[src/rtl/easy6502_io.sv]
// ---------------------------------------------------------------------------
// easy6502_io
//
// Memory-mapped I/O stage between the 65C02 data bus and the 2 KiB system
// RAM. Two easy6502 special addresses are decoded:
//   $00FE  random byte (low byte of a free-running 16-bit Galois LFSR)
//   $00FF  last key code (written by the CPU or by a debounced button press)
// Reads of these addresses are merged into the CPU read path, and CPU writes
// to them are kept away from RAM. Four push-buttons are synchronised and
// debounced. Each press loads the matching w/a/s/d ASCII code into $FF.
//
// Ports
//   clk           in   1   system clock (25 MHz)
//   reset         in   1   asynchronous reset, active-high
//   cpu_ce        in   1   one-clk strobe that ends each CPU cycle
//   cpu_address   in   16  CPU address bus
//   cpu_we        in   1   CPU write enable
//   cpu_wdata     in   8   CPU data out
//   cpu_rdata     out  8   data to CPU DI (1 clk after address, like RAM)
//   ram_write_en  out  1   RAM write enable, suppressed for $FE/$FF
//   ram_rdata     in   8   RAM dout (1 clk latency from address)
//   btn           in   4   raw buttons {right,left,down,up}, active-high
//   key_valid     out  1   high while $FF holds a nonzero value
// ---------------------------------------------------------------------------
module easy6502_io #(
    parameter int unsigned DEBOUNCE_CYCLES = 250000,
    parameter logic [15:0] LFSR_SEED       = 16'hACE1,
    parameter logic [7:0]  KEY_UP          = 8'h77,
    parameter logic [7:0]  KEY_DOWN        = 8'h73,
    parameter logic [7:0]  KEY_LEFT        = 8'h61,
    parameter logic [7:0]  KEY_RIGHT       = 8'h64
) (
    input  logic        clk,
    input  logic        reset,
    input  logic        cpu_ce,
    input  logic [15:0] cpu_address,
    input  logic        cpu_we,
    input  logic [7:0]  cpu_wdata,
    output logic [7:0]  cpu_rdata,
    output logic        ram_write_en,
    input  logic [7:0]  ram_rdata,
    input  logic [3:0]  btn,
    output logic        key_valid
);

    // Counter only has to reach DEBOUNCE_CYCLES-1, so clog2 bits suffice;
    // keep at least one bit so a degenerate parameter still elaborates.
    localparam int unsigned    CNT_W     = (DEBOUNCE_CYCLES > 1) ? $clog2(DEBOUNCE_CYCLES) : 1;
    localparam logic [CNT_W-1:0] CNT_LAST = CNT_W'(DEBOUNCE_CYCLES - 1);

    // An all-zero seed would lock the LFSR at zero forever.
    localparam logic [15:0] SEED_EFF  = (LFSR_SEED == 16'h0000) ? 16'hACE1 : LFSR_SEED;
    localparam logic [15:0] LFSR_TAPS = 16'hB400;

    typedef enum logic [1:0] {
        SEL_RAM = 2'd0,
        SEL_FE  = 2'd1,
        SEL_FF  = 2'd2
    } sel_e;

    // One step of a right-shifting Galois LFSR (x^16+x^14+x^13+x^11+1).
    function automatic logic [15:0] lfsr_step(input logic [15:0] s);
        lfsr_step = (s >> 1) ^ (s[0] ? LFSR_TAPS : 16'h0000);
    endfunction

    // -----------------------------------------------------------------------
    // State
    // -----------------------------------------------------------------------
    logic [15:0]             lfsr_q, lfsr_d;
    sel_e                    sel_q, sel_d;
    logic [7:0]              rnd_q, rnd_d;
    logic [7:0]              key_q, key_d;
    logic [3:0]              sync1_q, sync2_q;
    logic [3:0]              deb_q, deb_d;
    logic [3:0][CNT_W-1:0]   cnt_q, cnt_d;

    logic                    hit_fe, hit_ff, io_hit;
    logic [3:0]              press;

    // -----------------------------------------------------------------------
    // Address decode: exact 16-bit matches only, so RAM mirrors of $FE/$FF
    // (e.g. $08FE) stay ordinary RAM.
    // -----------------------------------------------------------------------
    always_comb begin
        hit_fe = (cpu_address == 16'h00FE);
        hit_ff = (cpu_address == 16'h00FF);
        io_hit = hit_fe | hit_ff;
    end

    assign ram_write_en = cpu_we & ~io_hit;
    assign key_valid    = |key_q;

    // -----------------------------------------------------------------------
    // Read path. The select and random byte are registered so an I/O read
    // returns after the same single clk as a RAM read.
    // -----------------------------------------------------------------------
    always_comb begin
        lfsr_d = lfsr_step(lfsr_q);
        rnd_d  = lfsr_q[7:0];
        sel_d  = SEL_RAM;
        if (hit_fe) begin
            sel_d = SEL_FE;
        end else if (hit_ff) begin
            sel_d = SEL_FF;
        end
    end

    always_comb begin
        cpu_rdata = ram_rdata;
        case (sel_q)
            SEL_FE:  cpu_rdata = rnd_q;
            SEL_FF:  cpu_rdata = key_q;
            default: cpu_rdata = ram_rdata;
        endcase
    end

    // -----------------------------------------------------------------------
    // Debounce. While the synchronised level disagrees with the accepted
    // level the counter runs; any agreement (a glitch ending early) clears
    // it. On reaching the terminal count the new level is accepted. A rise
    // of the accepted level is the single-clk press event.
    // -----------------------------------------------------------------------
    always_comb begin
        deb_d = deb_q;
        press = 4'b0000;
        cnt_d = '0;
        for (int i = 0; i < 4; i++) begin
            if (sync2_q[i] != deb_q[i]) begin
                if (cnt_q[i] == CNT_LAST) begin
                    deb_d[i] = sync2_q[i];
                    press[i] = sync2_q[i];
                end else begin
                    cnt_d[i] = cnt_q[i] + CNT_W'(1);
                end
            end
        end
    end

    // -----------------------------------------------------------------------
    // Key register. The press is applied last so it overrides a CPU write
    // in the same clk; among presses up > down > left > right.
    // -----------------------------------------------------------------------
    always_comb begin
        key_d = key_q;
        if (cpu_ce && cpu_we && hit_ff) begin
            key_d = cpu_wdata;
        end
        if (press[0]) begin
            key_d = KEY_UP;
        end else if (press[1]) begin
            key_d = KEY_DOWN;
        end else if (press[2]) begin
            key_d = KEY_LEFT;
        end else if (press[3]) begin
            key_d = KEY_RIGHT;
        end
    end

    // -----------------------------------------------------------------------
    // Registers. The synchroniser is cleared on reset too, so a button held
    // through reset is re-debounced from scratch after release.
    // -----------------------------------------------------------------------
    always_ff @(posedge clk or posedge reset) begin
        if (reset) begin
            lfsr_q  <= SEED_EFF;
            sel_q   <= SEL_RAM;
            rnd_q   <= 8'h00;
            key_q   <= 8'h00;
            sync1_q <= 4'b0000;
            sync2_q <= 4'b0000;
            deb_q   <= 4'b0000;
            cnt_q   <= '0;
        end else begin
            lfsr_q  <= lfsr_d;
            sel_q   <= sel_d;
            rnd_q   <= rnd_d;
            key_q   <= key_d;
            sync1_q <= btn;
            sync2_q <= sync1_q;
            deb_q   <= deb_d;
            cnt_q   <= cnt_d;
        end
    end

endmodule

[config.mk]
export PLATFORM = sky130hd
export DESIGN_NAME = easy6502_io
export DESIGN_NICKNAME = d
export VERILOG_FILES = /design/src/rtl/easy6502_io.sv
export SDC_FILE = /design/constraint.sdc
export NUM_CORES = 1
export LEC_CHECK = 0
export BUFFER_PORTS_ARGS = -buffer_cell sky130_fd_sc_hd__buf_2
export CAP_MARGIN = 0
export CORE_MARGIN = 3
export CORE_UTILIZATION = 60
export CTS_BUF_LIST = sky130_fd_sc_hd__clkbuf_2
export DETAILED_ROUTE_END_ITERATION = 8
export HOLD_SLACK_MARGIN = 0.15
export PLACE_DENSITY = 0.91
export SLEW_MARGIN = 0
export SYNTH_ARGS = -nofsm -noshare
export SYNTH_HDL_FRONTEND = slang
export SYNTH_SLANG_ARGS = --single-unit
[constraint.sdc]
create_clock -name clk -period 3.6 [get_ports clk]
set_input_delay 0.18 -clock clk [delete_from_list [all_inputs] [get_ports clk]]
set_output_delay 0.18 -clock clk [all_outputs]
set_load 0.1 [all_outputs]
==> flow_summary.ini, run 1 <==
[floorplanning]
die_h_um = 98.79
design.core.area_um2 = 8299
start_util = 0.6225
fp-row-count = 33
ios = 50
dieArea_um2 = 9759
die_w_um = 98.79

[final_layout]
seqCellArea_um2 = 2863
final_cell_mix = dfrtp_1, nor2_1, buf_2
finish.utilization = 0.7303
final_area_um2 = 6061
n_antenna_cell = 0
synthToLayoutAreaGrowth_pct = 17.32
layout_commonest_cell = dfrtp_1
multi_input_area_um2 = 2215
drive_above_1_share = 0.1712
nFillCells = 523
final_nets = 617

[sta]
max_freq_ghz = 0.3406
rsz0062_at_grt = false
finalCriticalPeriod_ns = 2.936
maxSlewHeadroom = 0.3898
finalClockSkew_ns = 0.02254
setup_slack_ns = 0.6638
hold_viol = 0
finalCritPeriodShare = 0.8156
finalSetupViolCount = 0
setup_tns_ns = 0
finalMaxSlewViolations = 0
worst_pin_slew_ns = 0.9152

[grt]
grt_pass1_vias = 3939
grt_start_max_net_pins = 80
grtUsageTotal = 0.2339
antenna_found_initial = 0
grt_pass1_wl_mm = 18.25
grt_overflow = 0

[synthesis]
synth-warning-count = 0
synth-compound-area-share = 0.03536
synth_largest_area_cell = dfrtp_1
synth_area_leaders = dfrtp_1, xnor2_1, nor2_1
avgSynthCellArea_um2 = 10.67
synth_top_area_frac = 0.5134
synthXorXnorAreaFrac = 0.1187
ys_ff_latch = 114
syn-num-nets = 530
yosys.area_share.simple = 0.2381
synth_top_family_by_area = simple AND/OR/NAND/NOR gates
synthAdderAreaFrac = 0.01453
ys_seq_area_frac = 0.5541
synthDistinctLibCells = 45
async_flop_share = 1.000
netlist_instances = 484
synthMuxAreaShare = 0.02204
synth-edff-count = 0
synthFlopType = dfrtp_1
syn_area_um2 = 5166

[clock_network]
cts_setup_buffers = 0
clk_pin_slew_worst_paths_ns = 0.15
clkLatencyLatePin_ns = 0.64
cts.sinks = 114
cts_tree = yes
cts_buffers = 17
htreeDepth = 4
clock_path_buffers = 2
root_buffer = clkbuf_2

[detailed_routing]
wl_per_cell_um = 15.29
drt_iter0_drc = 154
vias = 3874
routed_via_density = 5.623
ant_nets = 0
first_pass_iters = 4
drc = 0
wl_mm = 10.53

[critical_path]
r2r_start = cnt_q[22]
cp.arrival_ns = 2.76
end_kind = output port
critPathLaunch = cpu_address[11]
critPathKind = in2out
cp_max_fo = 4
crit_required_ns = 3.42
startpoint_type = input pin

[placement]
gp_congestion = 0.8969
place_worst_setup_slack_ns = 1.447
portBuffers = 49
placed_cell_area_um2 = 5513
dpl.hpwl_mm = 6.904

[min_path]
min-delay-path-class = in2reg
min-delay-start = btn[1]

[run_status]
status = finished clean

[power_and_ir_drop]
power_density_nw_per_um2 = 404.0
power.leakage_nw = 2.770
vdd_drop_max_mv = 0.4514

[run]
maxCapViolations = 0
## cell type report
cell class / count / area share
clock inverters: 12 / 0.03097
well taps: 105 / 0.02168
clock buffers: 20 / 0.01652
repair buffers: 77 / 0.08588
flip-flops and latches: 114 / 0.4723
multi-input cells: 350 / 0.3654
inverters: 11 / 0.007225
## flip-flops by register name, indices dropped and copies added (netlist names)
signal / flops
sel_q: 2
sync1_q: 4
sync2_q: 4
lfsr_q: 12
deb_q: 4
rnd_q: 8
key_q: 8
cnt_q: 72
## metal layers
metal	global-route usage	share of wire	vias to the layer above
li1	-	-	1839
met1	0.3000	0.43	1912
met2	0.3817	0.50	105
met3	0.05803	0.047	18
met4	0.09769	0.019	0
met5	0	0	-
## logic make-up after synthesis
kind of cell / after synthesis
muxes: 11
adders and majority gates: 6
DFF: 114
buffers and inverters: 20
and+or+nand+nor: 237
AOI/OAI and AO/OA: 26
xor gates and xnor gates: 70
## power by group
group	internal, mW	switching [mW]
combinational	0.0502	0.103
sequential	1.30	0.0128
clock	0.526	0.460
total	1.87	0.575
## cell usage after synthesis, drive strengths merged, types with 2 or more instances
cell	n
a32oi	2
nor4	11
a22oi	8
xor2	32
nor2b	5
nand3	29
nand2b	2
clkbuf	4
mux2	3
o21ai	11
and2	2
and4	3
or4	3
buf	5
nand4	11
nor2	83
ha	6
and3	21
dfrtp	106
mux2i	8
nand2	36
nand4bb	3
nor3	15
nand4b	3
inv	11
dfstp	8
nor3b	2
nand3b	2
xnor2	38
## through the flow
| step | instances | total power [mW] | hold slack [ns] |
|---|---|---|---|
| after floorplan | 484 | 1.426 | 0.2114 |
| after global placement | 631 | 1.464 | 0.2897 |
| after detailed placement | 631 | 1.471 | 0.2901 |
| after CTS | 688 | 2.468 | 0.1505 |
| after global routing | 689 | 2.545 | 0.1658 |
| final | 689 | 2.449 | 0.1930 |
## worst max-delay path, cell delays in order
cell and delay (ns):
dlygate4sd3_1 0.54, buf_2 0.12, or4_4 0.46, dlygate4sd3_1 0.61, nor4_4 0.34, and2b_1 0.22, buf_2 0.28
## what timing repair did
item	CTS	global route
endpoints found under the hold margin	87	1
hold buffers	25	1
resized for setup	0	0
## worst paths after layout
check / to / slack, ns / depth (start not counted)
max: ram_write_en / 0.66 / 7
min: sync1_q[1] / 0.19 / 2
max reg2reg: key_q[2] / 1.17 / 6
min reg2reg: lfsr_q[6] / 0.36 / 0
max in group asynchronous: lfsr_q[7] / 2.44 / 4
min in group asynchronous: cnt_q[50] / 0.27 / 3
No activity file was read; power rests on OpenSTA's default activity.
==> run 2: changes to the inputs <==
Settings changed: CORE_UTILIZATION 60 to 55, PLACE_DENSITY 0.91 to 0.88.
Clock period 3.6 ns to 2.6 ns, I/O delays scaled along.
==> flow_summary.ini, run 2 (synthesis gave the netlist of run 1 again) <==
[final_layout]
synthToLayoutAreaGrowth_pct = 16.90
largest_reg_flops = 72
layout_commonest_cell = dfrtp_1
reg_top3 = cnt_q x72, lfsr_q x12
final_cell_mix = dfrtp_1, nor2_1, buf_2
finish.utilization = 0.6761
n_antenna_cell = 0
final_nets = 613
regMostFlops = cnt_q
drive_above_1_share = 0.1690

[run]
maxCapViolations = 0

[detailed_routing]
first_pass_iters = 5
wl_per_cell_um = 14.73
ant_nets = 0
routed_via_density = 5.539
wl_mm = 10.13
vias = 3811
drc = 0
drt_iter0_drc = 169

[placement]
place_worst_setup_slack_ns = 0.3940
portBuffers = 49
gp_congestion = 0.8534
dpl.hpwl_mm = 6.694

[sta]
finalCritPeriodShare = 0.9194
finalMaxSlewViolations = 0
finalSetupViolCount = 0
max_freq_ghz = 0.4183
setup_slack_ns = 0.2094
finalClockSkew_ns = 0.02389
maxSlewHeadroom = 0.5020
hold_viol = 0
worst_pin_slew_ns = 0.7402
finalCriticalPeriod_ns = 2.391
rsz0062_at_grt = false

[grt]
grt_start_max_net_pins = 115
grt_overflow = 0
antenna_found_initial = 0
grt_pass1_vias = 3751
grt_pass1_wl_mm = 16.92
grtUsageTotal = 0.2046

[critical_path]
cp.arrival_ns = 2.26
r2r_start = cnt_q[36]
critPathKind = reg2out
crit_required_ns = 2.47
rr_endpoint = cnt_q[52]
max_stage_delay_ns = 0.46
end_kind = output port
startpoint_type = flip-flop
cp_max_fo = 16
slowest_stage = buf_2
reg2reg_depth = 6
crit_chain = inv_1 > ha_1 > o21ai_0 > buf_2
rrSetupSlack_ns = 0.37

[min_path]
min-delay-path-class = in2async

[power_and_ir_drop]
p_clk_frac = 0.401
p_comb_frac = 0.064
power.leakage_nw = 2.750
p_int_mw = 2.591
power.switching_uw = 798.0
seq_power_share = 0.535
swShare = 0.2355
power_density_nw_per_um2 = 561.1
vdd_drop_max_mv = 0.3248

[run_status]
status = finished clean

[floorplanning]
ios = 50
design.core.area_um2 = 8934
dieArea_um2 = 10590
die_h_um = 102.9
die_w_um = 102.9
start_util = 0.5783
fp-row-count = 34

[clock_network]
cts.sinks = 114
clk_pin_slew_worst_paths_ns = 0.15
clock_path_buffers = 2
cts_buffers = 17
cts_tree = yes
clkLatencyLatePin_ns = 0.65
root_buffer = clkbuf_2
htreeDepth = 4
-- run 2: cell count changes in the layout (fill, tap and decap cells not counted), sizes merged --
cell,change
dlygate4sd3,-3
buf,-1
clkbuf,-1
clkinvlp,+1
clkinv,+1
inv,-1
-- run 2: area by class of cell --
| type | count | area [µm²] |
|---|---|---|
| fill | 647 | 2894 |
| sequential | 114 | 2863 |
| multi-input combinational | 350 | 2215 |
| timing repair buffer | 73 | 495.5 |
| clock inverter | 13 | 191.4 |
| tap | 108 | 135.1 |
| clock buffer | 19 | 95.09 |
| inverter | 11 | 45.04 |
-- run 2: worst max-delay path, delay by kind of cell (launching register included) --
family	cells	cell delay (ns)
adders and majority gates	1	0.44
buffers and inverters	2	0.52
DFF	1	0.42
AOI/OAI and AO/OA	1	0.25
-- run 2: worst max path at each step --
stage                     startpoint            to  slack, ns  cells past startpoint
final                       sel_q[0]  cpu_rdata[1]       0.21                      4
after global placement     cnt_q[36]     cnt_q[46]       0.58                      6
after CTS                   sel_q[1]  cpu_rdata[1]       0.20                      4
after global routing        sel_q[0]  cpu_rdata[5]       0.08                      5
after detailed placement   cnt_q[36]     cnt_q[52]       0.39                      6
after floorplan             sel_q[0]  cpu_rdata[6]      -0.58                      4
-- run 2: metrics by stage --
step / TNS, ns / instances / instance area [µm²] / hold slack (ns) / total power [mW]
finish: 0 / 688 / 6040 / 0.1790 / 3.389
global route: 0 / 688 / 6040 / 0.1910 / 3.522
floorplan: -4.282 / 484 / 5170 / 0.1614 / 1.975
CTS: 0 / 688 / 6040 / 0.1753 / 3.419
global placement: 0 / 633 / 5523 / 0.2400 / 2.029
detailed placement: 0 / 633 / 5523 / 0.2393 / 2.038
-- run 2: power groups by stage --
stage	registers, mW	logic, mW	clock network, mW
5_1_grt	1.82	0.237	1.47
4_1_cts	1.81	0.218	1.39
2_1_floorplan	1.84	0.135	0
6_report	1.81	0.215	1.36
3_3_place_gp	1.84	0.186	0
3_5_place_dp	1.84	0.193	0
-- run 2: timing repair --
action | 4_1_cts | 5_1_grt
endpoints found under the hold margin | 128 | 0
hold buffers | 23 | 0
setup buffers | 0 | 0
resized for setup | 0 | 0
-- run 2: routing by layer --
metal	up-vias	GRT usage	part of all wire	wire length (µm)
met5	-	0	0	0
li1	1825	-	-	-
met1	1841	0.2558	0.42	4300
met4	0	0.07669	0.020	200
met3	26	0.04939	0.054	550
met2	119	0.3458	0.50	5083
